$ cat config.mk
export PLATFORM = sky130hd
export DESIGN_NAME = mbist_multi_serial_ctrl
export DESIGN_NICKNAME = d
export VERILOG_FILES = /design/src/rtl/mbist_multi_serial_ctrl.sv
export SDC_FILE = /design/constraint.sdc
export NUM_CORES = 1
export LEC_CHECK = 0
export ABC_AREA = 1
export BUFFER_PORTS_ARGS = -buffer_cell sky130_fd_sc_hd__buf_2
export CORE_AREA = 2 2 99 92
export DETAILED_ROUTE_END_ITERATION = 7
export DIE_AREA = 0 0 101 94
export PLACE_DENSITY = 0.82
export SLEW_MARGIN = 20
export SYNTH_ARGS = -nofsm -noshare
export SYNTH_HDL_FRONTEND = slang
export SYNTH_SLANG_ARGS = --single-unit
$ cat constraint.sdc
create_clock -name MCK -period 4.3 [get_ports MCK]
set_input_delay 0.215 -clock MCK [delete_from_list [all_inputs] [get_ports MCK]]
set_output_delay 0.215 -clock MCK [all_outputs]
set_load 0.05 [all_outputs]
$ cat src/rtl/mbist_multi_serial_ctrl.sv
`default_nettype none
// ============================================================================
// Module      : mbist_multi_serial_ctrl
// Description : Serial IR/DR test-access controller for NCH memory-BIST
//               channels. Per-channel enables (COMMAND), GO/DONE readout
//               (RESULT), per-channel watchdog timeout (DIAG) and aggregated
//               all_done / all_go flags. Single clock (MCK).
// Revision    : 1.0 - initial release
// ============================================================================

module mbist_multi_serial_ctrl #(
  parameter int NCH     = 4,
  parameter int IR_W    = 2,
  parameter int TO_W    = 16,
  parameter int TIMEOUT = 50000
) (
  input  logic           MCK,
  input  logic           RSTN,
  input  logic           SRST,
  input  logic           SEN,
  input  logic           SDI,
  output logic           SDO,
  output logic [NCH-1:0] bist_men,
  input  logic [NCH-1:0] bist_go,
  input  logic [NCH-1:0] bist_done,
  output logic           all_done,
  output logic           all_go
);

  // Widest DR is RESULT (two bits per channel); the bit counter must reach
  // one past the longest shift so over-length DR scans can be told apart.
  localparam int DRW     = 2 * NCH;
  localparam int CNT_MAX = ((DRW > IR_W) ? DRW : IR_W) + 1;
  localparam int CNT_W   = $clog2(CNT_MAX + 1);

  localparam logic [CNT_W-1:0] c_ir_last = CNT_W'(IR_W - 1);
  localparam logic [TO_W-1:0]  c_wd_last = TO_W'(TIMEOUT - 1);

  localparam logic [1:0] c_st_idle     = 2'd0;
  localparam logic [1:0] c_st_shift_ir = 2'd1;
  localparam logic [1:0] c_st_wait_dr  = 2'd2;
  localparam logic [1:0] c_st_shift_dr = 2'd3;

  logic [1:0]       r_state;
  logic [IR_W-1:0]  r_ir;
  logic [IR_W-1:0]  r_ir_sh;
  logic [CNT_W-1:0] r_cnt;
  logic [DRW-1:0]   r_dr_sh;
  logic [NCH-1:0]   r_men;
  logic [NCH-1:0]   r_timeout;
  logic [TO_W-1:0]  r_wd [NCH];
  logic             r_all_done;
  logic             r_all_go;

  logic [IR_W-1:0]  w_ir_new;
  logic [DRW-1:0]   w_cap;
  logic [CNT_W-1:0] w_len;
  logic [CNT_W-1:0] w_len_m1;
  logic [DRW-1:0]   w_dr_shift;
  logic             w_upd;
  logic [NCH-1:0]   w_men_nxt;
  logic [NCH-1:0]   w_done_eff;
  logic [NCH-1:0]   w_go_eff;

  // DR length selected by an instruction; unknown IDs behave as BYPASS.
  function automatic logic [CNT_W-1:0] dr_len(input logic [IR_W-1:0] id);
    case (32'(id))
      32'd1:   dr_len = CNT_W'(NCH);
      32'd2:   dr_len = CNT_W'(DRW);
      32'd3:   dr_len = CNT_W'(NCH);
      default: dr_len = CNT_W'(1);
    endcase
  endfunction

  // A timed-out channel counts as done but never as passing.
  assign w_done_eff = bist_done | r_timeout;
  assign w_go_eff   = bist_go & bist_done & ~r_timeout;

  // IR bits land at their own index; the last bit comes straight from SDI.
  always_comb begin
    w_ir_new           = r_ir_sh;
    w_ir_new[IR_W-1]   = SDI;
  end

  // Capture value for the instruction being completed on this edge.
  always_comb begin
    w_cap = '0;
    case (32'(w_ir_new))
      32'd1: w_cap[NCH-1:0] = r_men;
      32'd2: begin
        for (int i = 0; i < NCH; i++) begin
          w_cap[2*i]   = w_done_eff[i];
          w_cap[2*i+1] = w_go_eff[i];
        end
      end
      32'd3: w_cap[NCH-1:0] = r_timeout;
      default: ;
    endcase
  end

  // Right shift over the active DR length only; bits above it are untouched.
  always_comb begin
    w_len      = dr_len(r_ir);
    w_len_m1   = w_len - CNT_W'(1);
    w_dr_shift = r_dr_sh;
    for (int j = 0; j < DRW - 1; j++) begin
      if (CNT_W'(j) == w_len_m1)
        w_dr_shift[j] = SDI;
      else if (CNT_W'(j) < w_len_m1)
        w_dr_shift[j] = r_dr_sh[j+1];
    end
    if (CNT_W'(DRW - 1) == w_len_m1)
      w_dr_shift[DRW-1] = SDI;
  end

  // COMMAND update only on an exact-length scan ending with SEN low.
  assign w_upd     = SRST && (r_state == c_st_shift_dr) && !SEN &&
                     (r_cnt == w_len) && (r_ir == IR_W'(1));
  assign w_men_nxt = w_upd ? r_dr_sh[NCH-1:0] : r_men;

  // Serial protocol FSM: IR assembly, DR capture/shift.
  always_ff @(posedge MCK) begin
    if (!RSTN) begin
      r_state <= c_st_idle;
      r_ir    <= '0;
      r_ir_sh <= '0;
      r_cnt   <= '0;
      r_dr_sh <= '0;
    end else if (!SRST) begin
      r_state <= c_st_idle;
      r_ir    <= '0;
      r_cnt   <= '0;
      r_dr_sh <= '0;
    end else begin
      case (r_state)
        // IDLE always holds cnt=0, so it shares the IR shift path.
        c_st_idle, c_st_shift_ir: begin
          if (SEN) begin
            for (int j = 0; j < IR_W; j++) begin
              if (CNT_W'(j) == r_cnt) r_ir_sh[j] <= SDI;
            end
            if (r_cnt == c_ir_last) begin
              r_ir    <= w_ir_new;
              r_dr_sh <= w_cap;
              r_cnt   <= '0;
              r_state <= c_st_wait_dr;
            end else begin
              r_cnt   <= r_cnt + CNT_W'(1);
              r_state <= c_st_shift_ir;
            end
          end else begin
            r_cnt   <= '0;
            r_state <= c_st_idle;
          end
        end
        c_st_wait_dr: begin
          if (SEN) begin
            r_dr_sh <= w_dr_shift;
            r_cnt   <= CNT_W'(1);
            r_state <= c_st_shift_dr;
          end
        end
        c_st_shift_dr: begin
          if (SEN) begin
            r_dr_sh <= w_dr_shift;
            if (r_cnt <= w_len) r_cnt <= r_cnt + CNT_W'(1);
          end else begin
            r_cnt   <= '0;
            r_state <= c_st_idle;
          end
        end
        default: begin
          r_cnt   <= '0;
          r_state <= c_st_idle;
        end
      endcase
    end
  end

  // Channel enable register, written by COMMAND updates.
  always_ff @(posedge MCK) begin
    if (!RSTN) r_men <= '0;
    else       r_men <= w_men_nxt;
  end

  // Per-channel watchdog; a same-edge disable wins over a timeout set.
  always_ff @(posedge MCK) begin
    if (!RSTN) begin
      r_timeout <= '0;
      for (int i = 0; i < NCH; i++) r_wd[i] <= '0;
    end else begin
      for (int i = 0; i < NCH; i++) begin
        if (!r_men[i] || !w_men_nxt[i]) begin
          r_wd[i]      <= '0;
          r_timeout[i] <= 1'b0;
        end else if (!bist_done[i] && !r_timeout[i]) begin
          r_wd[i] <= r_wd[i] + TO_W'(1);
          if (r_wd[i] == c_wd_last) r_timeout[i] <= 1'b1;
        end
      end
    end
  end

  // Aggregate flags over enabled channels only.
  always_ff @(posedge MCK) begin
    if (!RSTN) begin
      r_all_done <= 1'b0;
      r_all_go   <= 1'b0;
    end else begin
      r_all_done <= (|r_men) && (&(w_done_eff | ~r_men));
      r_all_go   <= (|r_men) && (&(w_done_eff | ~r_men)) && (&(w_go_eff | ~r_men));
    end
  end

  assign SDO      = ((r_state == c_st_wait_dr) || (r_state == c_st_shift_dr)) ? r_dr_sh[0] : 1'b0;
  assign bist_men = r_men;
  assign all_done = r_all_done;
  assign all_go   = r_all_go;

endmodule

`default_nettype wire
# Word level (Yosys, flattened, before mapping)
# Memories as Yosys holds them, arrays and structs flattened.
# Index checks and enable logic that the tools add are counted.
[word_totals] mem_bits_rw=64 input_bits=13 wordCells=220 memories=1 register_bits=27 output_inout_bits=7
[memory_table] memory="r_wd" depth=4 word_bits=16 read_ports=4 rd_ports_with_merged_regs=0 write_ports=4 line="51" source="logic [TO_W-1:0] r_wd [NCH];"
[op_classes] add_sub_neg=6 eq_ne=36 n_reduce_logical=62 magnitude_cmp=8 muxes=72 n_bitwise=16
[op_table] operator="16-bit 2-to-1 mux" n=8
[op_table] operator="16-bit by 1-bit adder with 16-bit output, second input constant" n=4
[op_table] operator="16-bit equality test, second input constant" n=4
[op_table] operator="1-bit 2-to-1 mux" n=45
[op_table] operator="4-bit AND reduction" n=11
[op_table] operator="4-bit 2-to-1 mux" n=7
[op_table] operator="8-bit 2-to-1 mux" n=3
[op_table] operator="4-bit case mux with 3 select lines" n=2
[op_table] operator="3-bit by 1-bit != test with 1-bit output, second input constant" n=7
[op_table] operator="1-bit logical NOT" n=17
[op_table] operator="3-bit by 4-bit equality test with 1-bit output, first input constant" n=4
[op_table] operator="8-bit case mux with 2 select lines" n=1
[op_table] operator="2-bit AND reduction" n=7
[op_table] operator="2-bit OR reduction" n=7
[op_table] operator="2-bit equality test, second input constant" n=6
[op_table] operator="3-bit by 4-bit less-than comparator with 1-bit output, first input constant" n=3
[op_table] operator="4-bit OR" n=3
[op_table] operator="1-bit logical AND" n=10
[op_table] operator="4-bit AND" n=2
[op_table] operator="2-bit by 4-bit equality test with 1-bit output, first input constant" n=2
[op_table] operator="4-bit logical NOT" n=2
[op_table] operator="1-bit by 4-bit less-than comparator with 1-bit output, first input constant" n=2
[op_table] operator="2-bit by 4-bit less-than comparator with 1-bit output, first input constant" n=2
[op_table] operator="2-bit 2-to-1 mux" n=4
[op_table] operator="19 further kinds" n=37

# Logic depth before layout (Yosys ltp)
# Gate-level depths: netlist (run 1).
[logic_depth] ltp_word=14 ltp_mapped=12 depth_no_buf=12

# Least setup slack after synthesis (run 1)
# No wires, ideal clock.
[synth_path] path_type="register to register" from="register r_ir[0]" to="memory r_wd[3][0] (enable)" stages_incl_launch_ff=10 period_less_slack_ps=2074 arrival_time_ps=1698 n_path_buf=0 setup_ps=376 required_time_ps=3924 setup_slack_ps=2226 cell_sequence="dfxtp_1 inv_2 nand2_1 ha_1 nand2_1 nor2_1 inv_2 nor2_8 nand2_2 nand4_1"
[synth_lines] element="start, declared" line="45" source="logic [IR_W-1:0] r_ir;"
[synth_lines] element="start signal, assigned" line="143" source="r_ir <= w_ir_new;"
[synth_lines] element="end, declared" line="51"

==> run summary, run 1 <==
During placement, the flow inserted port buffers numbering 19. The total DRC errors in the routed layout came out at 0. Static timing analysis puts the maximum clock frequency at 0.411 GHz.

Clock tree synthesis found a total of 91 sinks. STA classifies the critical path endpoint as a flip-flop. The flow ran to the end, and the final reports show no timing, DRC or antenna violations. The number of hold-repair buffers added at the cts stage came out at 0. The antenna diode count came out at 0. The kind of critical path is flip-flop to flip-flop. The final hold violation count came out at 0.

The count of routing violations after the opening detailed-route iteration is roughly 340. The buffer count from post-CTS setup fixing came out at 0. STA puts the critical path data required time at about 4100 ps. The gate count after technology mapping came out at 699.

The die height came out at ~94 µm. For this run the aggregate overflow at the end of global routing stands at 0. The slew of the pin with the lowest slew margin is ~870 ps. The power share of the clock group came out at 0.360. Across the VDD grid, the largest voltage drop is 0.237 mV. Among the stages of the critical path, the cell type that occurs most often is nor2_1. The first-pass iteration count of the detailed router is 5. The average instance in the mapped netlist occupies 7.70 µm². The share of total power dissipated in sequential elements is 0.606.

The total standard cell area after synthesis came out at 5390 µm². Setup repair after global routing left no endpoint under its margin. The detail route stage leaves a number of antenna-violating nets equal to 0. The share of synthesized area in the top cell type comes to 0.357. The net load switching power is around 0.00034 W. The region available for standard cell placement spans about 8400 µm². The switching part of the total power is 0.218. The starting density of the core is 0.640.

The clock slew seen by the registers of the worst setup and hold paths came out at 90 ps. The leakage power is between 2 and 2.5 nW. Walking the worst path, the cells encountered are nor2_1, ha_1, nand2_1, nor2_1, inv_2, nor2_8, nand2_2, nand4_1. The total count of max-transition violations in the final report is 0. The library cell used most frequently in the layout, excluding fill and tap cells, is nor2_1. STA classifies the critical path startpoint as a flip-flop.

The distinct cell type count of the synthesized netlist is 27. The worst-case clock skew is ~14 ps. The internal power of the cells totals ~0.0012 W.

For this run, the register share of the synthesized area comes to 0.457. The number of global-route vias before repair is 4280. The combinational share of power is 0.034. The initial antenna violation count is 0. The power density normalized to cell area came out at 268 nW/µm².

The average detailed-routed wire length per instance is 13.1 µm. Measured along the x axis, the die boundary spans 101 µm. The maximum number of buffers from clock root to sink came out at 2. Using the TritonRoute via totals, the vias-per-cell ratio works out to approximately 5.5. The post-synth net total came out at between 700 and 800.

The library cell used as clock root buffer is clkbuf_8. met2 is the most crowded layer. The path type of the worst min-delay path is input pin to flip-flop. The total number of placement rows came out at 32.

The met2 track demand over resource came out at 0.425. The count of cells in the finished layout, fillers not included, comes to 828. The post-layout utilization of the core is 0.682. CTS built an H-tree with a depth of 3. Leaving out fill and tap cells, the most frequent cells in the layout are nor2_1, nand2_1, inv_1. The full die area came out at 9490 µm².

The count of boundary I/O pins is 20. From synthesis to final layout, the design area changed by 6.48%. By area the synthesized netlist is led by edfxtp_1, nor2_1, dfxtp_1. The number of max-capacitance violations reported came out at 0. The pin count of the biggest net entering global routing came out at 17. The setup violation total in the final timing report is 0. The synthesized design spends more area on one cell type than any other, namely edfxtp_1. The flop and latch count out of synthesis is 91.

In this run the worst path has a maximum fanout of 16. The longest individual stage delay on the worst path is 680 ps. For this design, the slowest cell found on the critical path is nand4_1. The post-cts gate resize count came out at 0. The met3 routing resource usage after global routing is 0.0536.

The shortest clock period the worst path allows after layout came out at between 2000 and 2500 ps. The overall via count from detail_route came out at 4534. After the last flow step, the layout net total stands at between 700 and 800. The first global-routing pass estimated 18.7 mm of wire.

The detailed placer's ending HPWL came out at 7.98 mm. The fraction of layout instances using a drive strength above 1 came out at 0.0730. The worst-case headroom to the max-slew limit came out at 0.419. In the finished design, the share of the clock period the worst path needs comes to 0.566. The number of instances in the placed design came out at 812. The number of buffers inserted during clock tree synthesis is 9. TritonCTS built the clock tree. The global-route usage over all layers is 0.245.

The total wire length after detailed routing is 10.8 mm. The worst path arrival time is roughly 2300 ps. The clock latency reported for the late side of the worst-skew pair is 360 ps. The accumulated negative setup slack is 0 ps.

For met1 alone, demand over resource in global routing was 0.307. The global placer's final weighted congestion came out at 0.946. The count of synthesis-stage warnings from yosys came out at 0.
[cells by family (layout without fill, tap and decap cells)]
logic type	after synthesis	in the layout	synth area share
AO/OA/AOI/OAI	41	41	0.0397
AND/OR/NAND/NOR	411	411	0.334
XOR/XNOR	41	41	0.0667
adder cells (fa/ha/maj)	10	10	0.0232
flip-flops	91	91	0.457
buffers and inverters	105	132	0.0795
[critical path: cells and delay by family, from the launching register on]
kind	cells	cell delay, ps
fa+ha+maj	1	280
buf+inv	1	90
flops	1	350
simple gates	6	1190
[routing by layer]
metal  up-vias  share of wire
met1      2090           0.45
met5         -              0
met4         0          0.017
li1       2315              -
met3        22          0.047
met2       107           0.49
[per-stage QoR]
| stage | instance area (µm²) | hold slack, ps | total power (W) | setup WS, ps |
|---|---|---|---|---|
| global route | 5730 | 210 | 0.00158 | 1690 |
| finish | 5730 | 197 | 0.00154 | 1870 |
| floorplan | 5390 | 375 | 0.000984 | 2230 |
| detailed placement | 5540 | 460 | 0.00100 | 1880 |
| CTS | 5730 | 185 | 0.00155 | 1870 |
| global placement | 5540 | 461 | 0.00100 | 1990 |
[registers in the layout, indices dropped and copies added, names as in the netlist]
signal,count
all_done,1
all_go,1
bist_men,4
r_cnt,4
r_dr_sh,8
r_ir,2
r_ir_sh,1
r_state,2
r_timeout,4
r_wd,64
[synthesized netlist by cell type]
cell type and instances:
buf_6 4, nor2_1 157, nand3_2 1, xor2_1 31
nand4_4 2, clkbuf_1 1, nand4_1 23, inv_2 5
or2_2 2, nand2_2 4, nand2_1 136, nor2_2 2
a21boi_0 1, o22ai_1 3, a21oi_1 17, xnor2_1 10
o21ai_0 19, o211ai_1 1, edfxtp_1 64, nor3_1 34
ha_1 10, nor2_8 1, nand3_1 47, inv_1 92
nand4_2 2, buf_2 3, dfxtp_1 27
[power groups by stage]
stage                     registers, W  clock network, W   logic, W
final                         0.000931          0.000554  0.0000515
after global routing          0.000932          0.000592  0.0000582
after CTS                     0.000931          0.000565  0.0000510
after detailed placement      0.000951                 0  0.0000507
after global placement        0.000951                 0  0.0000503
after floorplan               0.000950                 0  0.0000343
[final cells by class]
cell class              instances  area (µm²)
multi-input cells             503        2490
repair buffers                 19        95.1
clock buffers                  13         169
fillers                       675        2670
clock inverters                 3        21.3
inverters                      97         364
flip-flops and latches         91        2460
well taps                     102         128
[worst paths after layout]
kind               from          to  slack, ps  cells after the start
max             r_ir[1]  r_wd[3][1]       1870                      8
min                 SDI  r_dr_sh[7]        200                      3
max reg2reg     r_ir[1]  r_wd[3][1]       1870                      8
min reg2reg  r_dr_sh[7]  r_dr_sh[7]        470                      2
Power figures use the tool's default switching activity.
==> run 2, diff against run 1 <==
Settings changed: ABC_AREA 1 to 0, CORE_AREA 2 2 99 92 to 2 2 103 95, DIE_AREA 0 0 101 94 to 0 0 105 97, PLACE_DENSITY 0.82 to 0.75.
Clock period 4.3 ns to 2 ns, I/O delays scaled along.
==> run summary, run 2 <==
The core region area is 9000 µm². The library cell used as clock root buffer is clkbuf_8. The count of routing violations after the opening detailed-route iteration came out at 198. The detailed placer's ending HPWL is 7.10 mm. The top cell types in the final layout, fill and taps aside, are nor2_1, edfxtp_1, nand2_1.

The later pin in the worst-skew pair is clocked with a latency of 360 ps. The worst register-to-register path has a setup slack of -80 ps. On the worst path, the slowest cell contributes a delay of 530 ps. The die span in x came out at 105 µm. The congestion estimate from routability-driven global placement came to around 0.85.

The final worst slack came out at -80.1 ps. The gate count after technology mapping came out at 498. The worst-case headroom to the max-slew limit is 0.670. The first global-routing pass estimated between 15 and 20 mm of wire. For the worst setup path, the data required time is 2230 ps. The cell taking the most area after synthesis is edfxtp_1. The slowest cell on the critical path is or4_4. The number of max-capacitance violations reported came out at 0.

The number of cell instances on the worst register-to-register path is 8. The met3 wire length came out at about 520 µm. The worst-case clock skew is 10.0 ps. The mean instance size in the synthesized netlist is 10.1 µm². The leakage power came out at 2.06 nW.

The count of boundary I/O pins came out at 20. The full die area came out at 10200 µm². The distinct cell type count of the synthesized netlist is between 50 and 60.

Traced cell by cell, the critical path runs through inv_4, ha_1, and4b_4, nand4_4, nor2_2, or4_4, clkbuf_16, nor2_4. The top fanout value on the critical path came out at 8. The starting density of the core is 0.559. The total count of max-transition violations in the final report was 0. The H-tree level count is 3. Across every metal layer, demand over resource in global routing totals 0.205. The worst setup path is captured at a flip-flop. The setup violation total in the final timing report came out at 74. The kind of launch point of the worst setup path is a flip-flop. The number of buffers inserted during clock tree synthesis is 9. The signed area change from the synthesized netlist to the final layout is 16.2%. The average detailed-routed wire length per instance came out at 15.7 µm. The worst hold path terminates at r_state[0]. The number of sinks handled by clock tree synthesis came out at 91.

Data on the critical path arrives at its endpoint at approximately 2300 ps. The predominant post-synthesis flop cell is edfxtp_1. Routed signal wires occupy layers up through met4. The largest registers in the layout are r_wd (64), r_dr_sh (8). After synthesis the netlist holds a flip-flop and latch count of roughly 90.

The fraction of post-synthesis cell area in the top cell type by area came out at 0.382. The flow ran to the end, but the final reports show violations. The top cell family by delay on the critical path is simple AND/OR/NAND/NOR gates. The maximum frequency from static timing analysis came out at 0.481 GHz. Leaving out fill and tap cells, the most frequent cell in the layout is nor2_1. The sum of buffers and inverters on the critical path is 2. The cell depth of the worst hold path came out at 3. The post-layout utilization of the core is 0.650. By count the netlist is led by nor2_1, edfxtp_1, nand2_1, xor2_1, dfxtp_1.

The power density normalized to cell area is roughly 550 nW/µm². The register with the most flip-flops in the layout has 64 of them. The worst path in the final design needs a cycle of 2080 ps, including I/O delays and setup. The number of instances in the placed design is 649. The overall via count from detail_route came out at 3761. The startpoint identified for the worst hold timing path is SEN. TritonCTS built the clock tree. Setup repair after global routing could not meet its margin everywhere. In this run, synthesis inferred 64 flip-flops with an integrated enable. By area the synthesized netlist is led by edfxtp_1, dfxtp_1, nor2_1. The slew of the pin with the lowest slew margin is 492 ps. For this run, the number of standard cells in the final layout without fillers is 673. The die height is 97 µm. By startpoint and endpoint, the worst setup path is classified as flip-flop to flip-flop. The number of buffers inserted by port buffering came out at 19.

Before antenna repair, the detailed router went through 4 iterations. In this run the critical register-to-register path is launched from r_ir[0]. The routed metal-1 wire length came out at 4.83 mm. The maximum number of buffers from clock root to sink is 2. The post-detailed-route via-to-cell ratio is 5.59.

After clock tree synthesis, the clock-pin slew on the worst setup and hold paths is 90 ps. The sequential element share of the synthesized area is 0.489. The number of nets in the synthesized netlist is 521.

In this run the critical register-to-register path is captured at r_wd[0][9]. The remaining global-route overflow came out at 0. The post-route antenna net violation count came out at 0. The final worst-path cycle share came out at 1.04. The final reports fail on negative setup slack. The total wire length after detailed routing is 10.6 mm.

The number of hold buffers added after CTS was 0. The pin count of the biggest net entering global routing came out at 20. The total standard cell area after synthesis is 5030 µm². The wire length on met2 is roughly 5 mm. The fraction of layout instances using a drive strength above 1 came out at 0.230. The path class of the tightest hold or removal check is input pin to flip-flop.

The final hold violation count came out at 0. After the last flow step, the layout net total stands at 569. The count of synthesis-stage warnings from yosys came out at 0. Among all cell types in the netlist, the one instantiated most often is nor2_1. After detailed routing, the number of remaining DRC violations is 0. The initial antenna violation count came out at 0. For this run, asynchronously set or reset flops after synthesis account for 0. The worst-case IR drop observed on VDD is 0.372 mV.

Ranked by flip-flop count, first place goes to r_wd. The number of global-route vias before repair came out at 3616. The total number of placement rows came out at 33. 0 antenna diodes ended up in the layout.
==> run 2: cell count changes after synthesis, sizes merged, moves of 9 or more <==
cell / change
mux2i: +11
nor2: -58
nand2: -105
and3: +10
nor2b: +9
inv: -80
nand3: -22
o21ai: -13
xnor2: +15
nor3: -19
nand4: -11
==> run 2: repair_timing <==
item | 4_1_cts | 5_1_grt
resized for setup | 9 | 21
gates cloned | 3 | 3
setup buffers | 1 | 1
pin swaps | 5 | 8
setup endpoints to repair | 115 | 131
==> run 2: logic make-up after synthesis <==
logic type,after synthesis,synth area share
AND/OR/NAND/NOR,251,0.268
multiplexers,12,0.0241
buffers and inverters,32,0.0308
XOR/XNOR,56,0.0975
adder cells (fa/ha/maj),10,0.0249
flip-flops,91,0.489
AO/OA/AOI/OAI,46,0.0654
==> run 2: routing by layer <==
layer,vias to the layer above,global-route usage
li1,1883,-
met1,1782,0.281
met2,86,0.338
met3,10,0.0445
met4,0,0.0379
met5,-,0
==> run 2: per-stage QoR <==
stage	setup slack [ps]	TNS (ps)	power, W	area, µm²	hold slack (ps)
finish	-80.1	-3290	0.00322	5850	49.1
global route	-170	-11180	0.00332	5850	58.1
detailed placement	-80.9	-3930	0.00216	5450	413
floorplan	-91.4	-2050	0.00211	5110	258
CTS	-80.6	-3850	0.00324	5710	34.8
global placement	-27.9	-738	0.00216	5450	408
==> run 2: how the worst max path moves through the flow <==
| stage | from | depth (start not counted) | to |
|---|---|---|---|
| 2_1_floorplan | r_ir[1] | 9 | r_wd[0][13] |
| 3_3_place_gp | r_ir[0] | 7 | r_wd[1][0] |
| 3_5_place_dp | r_ir[0] | 8 | r_cnt[3] |
| 4_1_cts | r_ir[0] | 8 | r_wd[0][2] |
| 5_1_grt | r_ir[0] | 7 | r_wd[1][7] |
| 6_report | r_ir[0] | 8 | r_wd[0][9] |
==> run 2: layout make-up <==
cell class | count | area (µm²)
Fill cell | 716 | 3150
Tap cell | 122 | 153
Clock inverter | 7 | 45.0
Clock buffer | 9 | 124
Inverter | 17 | 66.3
Timing Repair Buffer | 48 | 398
Multi-Input combinational cell | 379 | 2590
Sequential cell | 91 | 2470
==> run 2: worst reg2reg max path, stage by stage (launching register included) <==
cell and delay [ps]:
dfxtp_4 390, inv_4 50, ha_1 300, and4b_4 210, nand4_4 130, nor2_2 60
or4_4 530, clkbuf_16 210, nor2_4 100
==> run 2: where the power goes <==
group          internal, W  total [W]  leakage [nW]  switching [W]
sequential         0.00199    0.00200          1.01     0.00000641
combinational    0.0000520   0.000127         0.970      0.0000745
clock             0.000444    0.00110        0.0787       0.000653
==> run 3, diff against run 2 <==
Settings changed: CELL_PAD_IN_SITES_DETAIL_PLACEMENT set to 0, CELL_PAD_IN_SITES_GLOBAL_PLACEMENT set to 1, CORE_AREA 2 2 103 95 to 2 2 116 107, DIE_AREA 0 0 105 97 to 0 0 118 109, PLACE_DENSITY 0.75 to not set, PLACE_DENSITY_LB_ADDON set to 0.1, SLEW_MARGIN 20 to not set.
==> run summary, run 3 (synthesized netlist as in run 2, its figures left out) <==
The average detailed-routed wire length per instance is 15.0 µm. Ranked by flip-flop count, first place goes to r_wd. The shortest clock period the worst path allows after layout came out at about 2100 ps.

The library cell used as clock root buffer is clkbuf_16. The full die area is about 13000 µm². The first-pass iteration count of the detailed router came out at 4. Counting the fill cells in the layout gives roughly 1100. STA classifies the critical path startpoint as a flip-flop. In the routed design, unresolved DRC markers number 0. The worst-case headroom to the max-slew limit is 0.649. The peak ir drop on the vdd network is roughly 0.55 mV. The maximum frequency from static timing analysis came out at 0.480 GHz. The post-layout instance area came out at 6120 µm². Setup repair after global routing could not meet its margin everywhere.

The total cell area at the placement stage came out at approximately 5500 µm². The power share of the clock group came out at 0.451. The worst-case clock skew is 5.83 ps.

The detailed placer's ending HPWL is approximately 7.3 mm. Setup violations remaining at the end of the flow were counted as 97. The power density normalized to cell area came out at 633 nW/µm². The worst hold path belongs to the class input pin to flip-flop. The fraction of layout instances using a drive strength above 1 is 0.246. The final worst-path cycle share is 1.04. At the end of the flow the core is filled with cells to 0.521.

The count of boundary I/O pins is 20. The run finished, with violations left. The internal power component is 0.00308 W. Summing over every cut layer, the via total after detailed routing is 3720.

The number of global-route vias before repair was 3639. The fraction of power consumed by sequential logic is 0.517. Compared with the post-synthesis result, the final layout area differs by 21.5%.

The leakage power came out at around 2.2 nW. The pin count of the biggest net entering global routing came out at 20. The first global-routing pass estimated 17.9 mm of wire.

The post-layout instance count excluding filler cells is 717. The net load switching power is ~0.00079 W. Along the worst path, the maximum fanout reaches 16. The maximum number of buffers from clock root to sink came out at 2. In the layout the commonest cells are edfxtp_1, nor2_1, nand2_1. Leaving out fill and tap cells, the most frequent cell in the layout is edfxtp_1.

The top cell family by delay on the critical path is simple AND/OR/NAND/NOR gates. The count of routing violations after the opening detailed-route iteration came out at around 150. The combinational share of power came out at 0.032.

The die height is 109 µm. The antenna diode count came out at 0. The starting density of the core is 0.429.

The final hold violation count is 0. The critical path goes through inv_4, ha_1, and4b_4, nand4_4, nor2_2, or4_4, buf_12, nor2_1. The number of buffers inserted during clock tree synthesis is 9. The number of max-capacitance violations reported is 0.

The register with the most flip-flops in the layout has 64 of them. The global-route usage over all layers is 0.178. The largest single stage delay on the critical path is 490 ps.

The clock latency reported for the late side of the worst-skew pair came out at 350 ps. The core region is ~12000 µm². Of the total power, the share spent switching nets is 0.205. The total count of max-transition violations in the final report came to 0. The final reports fail on negative setup slack. The die span in x is 118 µm.

The total wire length after detailed routing came out at 10.8 mm. The worst path arrival time is 2300 ps. The post-route antenna net violation count came out at 0. Input and output buffers added on the ports amount to 19. At the pin with the least slew margin, the transition time is roughly 520 ps. The initial antenna violation count was 0. The kind of critical path is flip-flop to flip-flop. The congestion estimate from routability-driven global placement came to approximately 0.79. The H-tree generated during clock tree synthesis spans 3 levels. The post-detailed-route via-to-cell ratio is between 5 and 6.

The remaining global-route overflow came out at 0. The total number of nets in the final design came out at between 500 and 600. Setup slack on the critical path of the routed design comes to -85.0 ps. At the worst endpoint, the required time is roughly 2200 ps. Row generation in the floorplan step produced 38 rows. The number of instances in the placed design came out at 686. The clock slew seen by the registers of the worst setup and hold paths is 60 ps. The number of sinks handled by clock tree synthesis is 91. The slowest cell on the critical path is or4_4. The number of buffers and inverters on the critical path is 2.

The largest registers in the layout are r_wd (64), r_dr_sh (8). The critical path capture point type is a flip-flop. TritonCTS built the clock tree. The worst setup slack after placement is -150 ps.
==> run 3: cell types whose count changed in the layout (fill, tap and decap cells not counted), moves of 3 or more <==
| cell | previous run | this run |
|---|---|---|
| clkbuf_16 | 2 | 9 |
| nor2_4 | 11 | 17 |
| clkinvlp_4 | 3 | 0 |
| clkbuf_8 | 9 | 2 |
| buf_4 | 23 | 29 |
| nor2_1 | 66 | 62 |
==> run 3: power groups by stage <==
stage | clock network [W] | logic (W) | registers (W)
floorplan | 0 | 0.0000733 | 0.00204
global placement | 0 | 0.000118 | 0.00204
detailed placement | 0 | 0.000118 | 0.00204
CTS | 0.00180 | 0.000123 | 0.00200
global route | 0.00187 | 0.000137 | 0.00200
finish | 0.00175 | 0.000124 | 0.00200
==> run 3: metal layers <==
| metal | vias up | GRT usage | part of all wire |
|---|---|---|---|
| met2 | 45 | 0.286 | 0.46 |
| li1 | 1891 | - | - |
| met3 | 8 | 0.0528 | 0.039 |
| met5 | - | 0 | 0 |
| met4 | 0 | 0.0534 | 0.010 |
| met1 | 1776 | 0.233 | 0.49 |
==> run 3: layout make-up <==
class | count | area (µm²) | area share
Clock buffer | 12 | 256 | 0.0419
Inverter | 17 | 66.3 | 0.0108
Clock inverter | 4 | 46.3 | 0.00757
Sequential cell | 91 | 2470 | 0.404
Multi-Input combinational cell | 377 | 2610 | 0.427
Timing Repair Buffer | 56 | 464 | 0.0759
Tap cell | 160 | 200 | 0.0327
==> run 3: worst reg2reg max path: cells and delay by family, from the launching register on <==
kind / cells / cell delay, ps
simple gates: 5 / 1030
buf+inv: 2 / 220
fa+ha+maj: 1 / 300
flops: 1 / 380
==> run 3: path summary, 6_finish.rpt <==
kind	start	endpoint	slack, ps	cells after the start
setup / recovery	r_ir[0]	r_wd[0][4]	-80	8
hold / removal	SEN	r_state[0]	60	3
setup reg to reg	r_ir[0]	r_wd[0][4]	-80	8
hold reg to reg	r_dr_sh[7]	r_dr_sh[7]	480	2
==> run 3: what timing repair did <==
action                     in CTS  in global routing
pin swaps                       9                  6
setup endpoints to repair     131                131
cloned                          4                  0
hold buffers                    0                  0
buffers inserted                8                  3
resized for setup              23                 18
==> run 3: stage by stage <==
step / TNS [ps] / power, W / hold slack, ps
6_report: -4830 / 0.00387 / 60.7
5_1_grt: -13720 / 0.00400 / 59.1
4_1_cts: -4690 / 0.00393 / 43.4
3_5_place_dp: -11310 / 0.00216 / 424
3_3_place_gp: -7730 / 0.00216 / 421
2_1_floorplan: -2050 / 0.00211 / 258
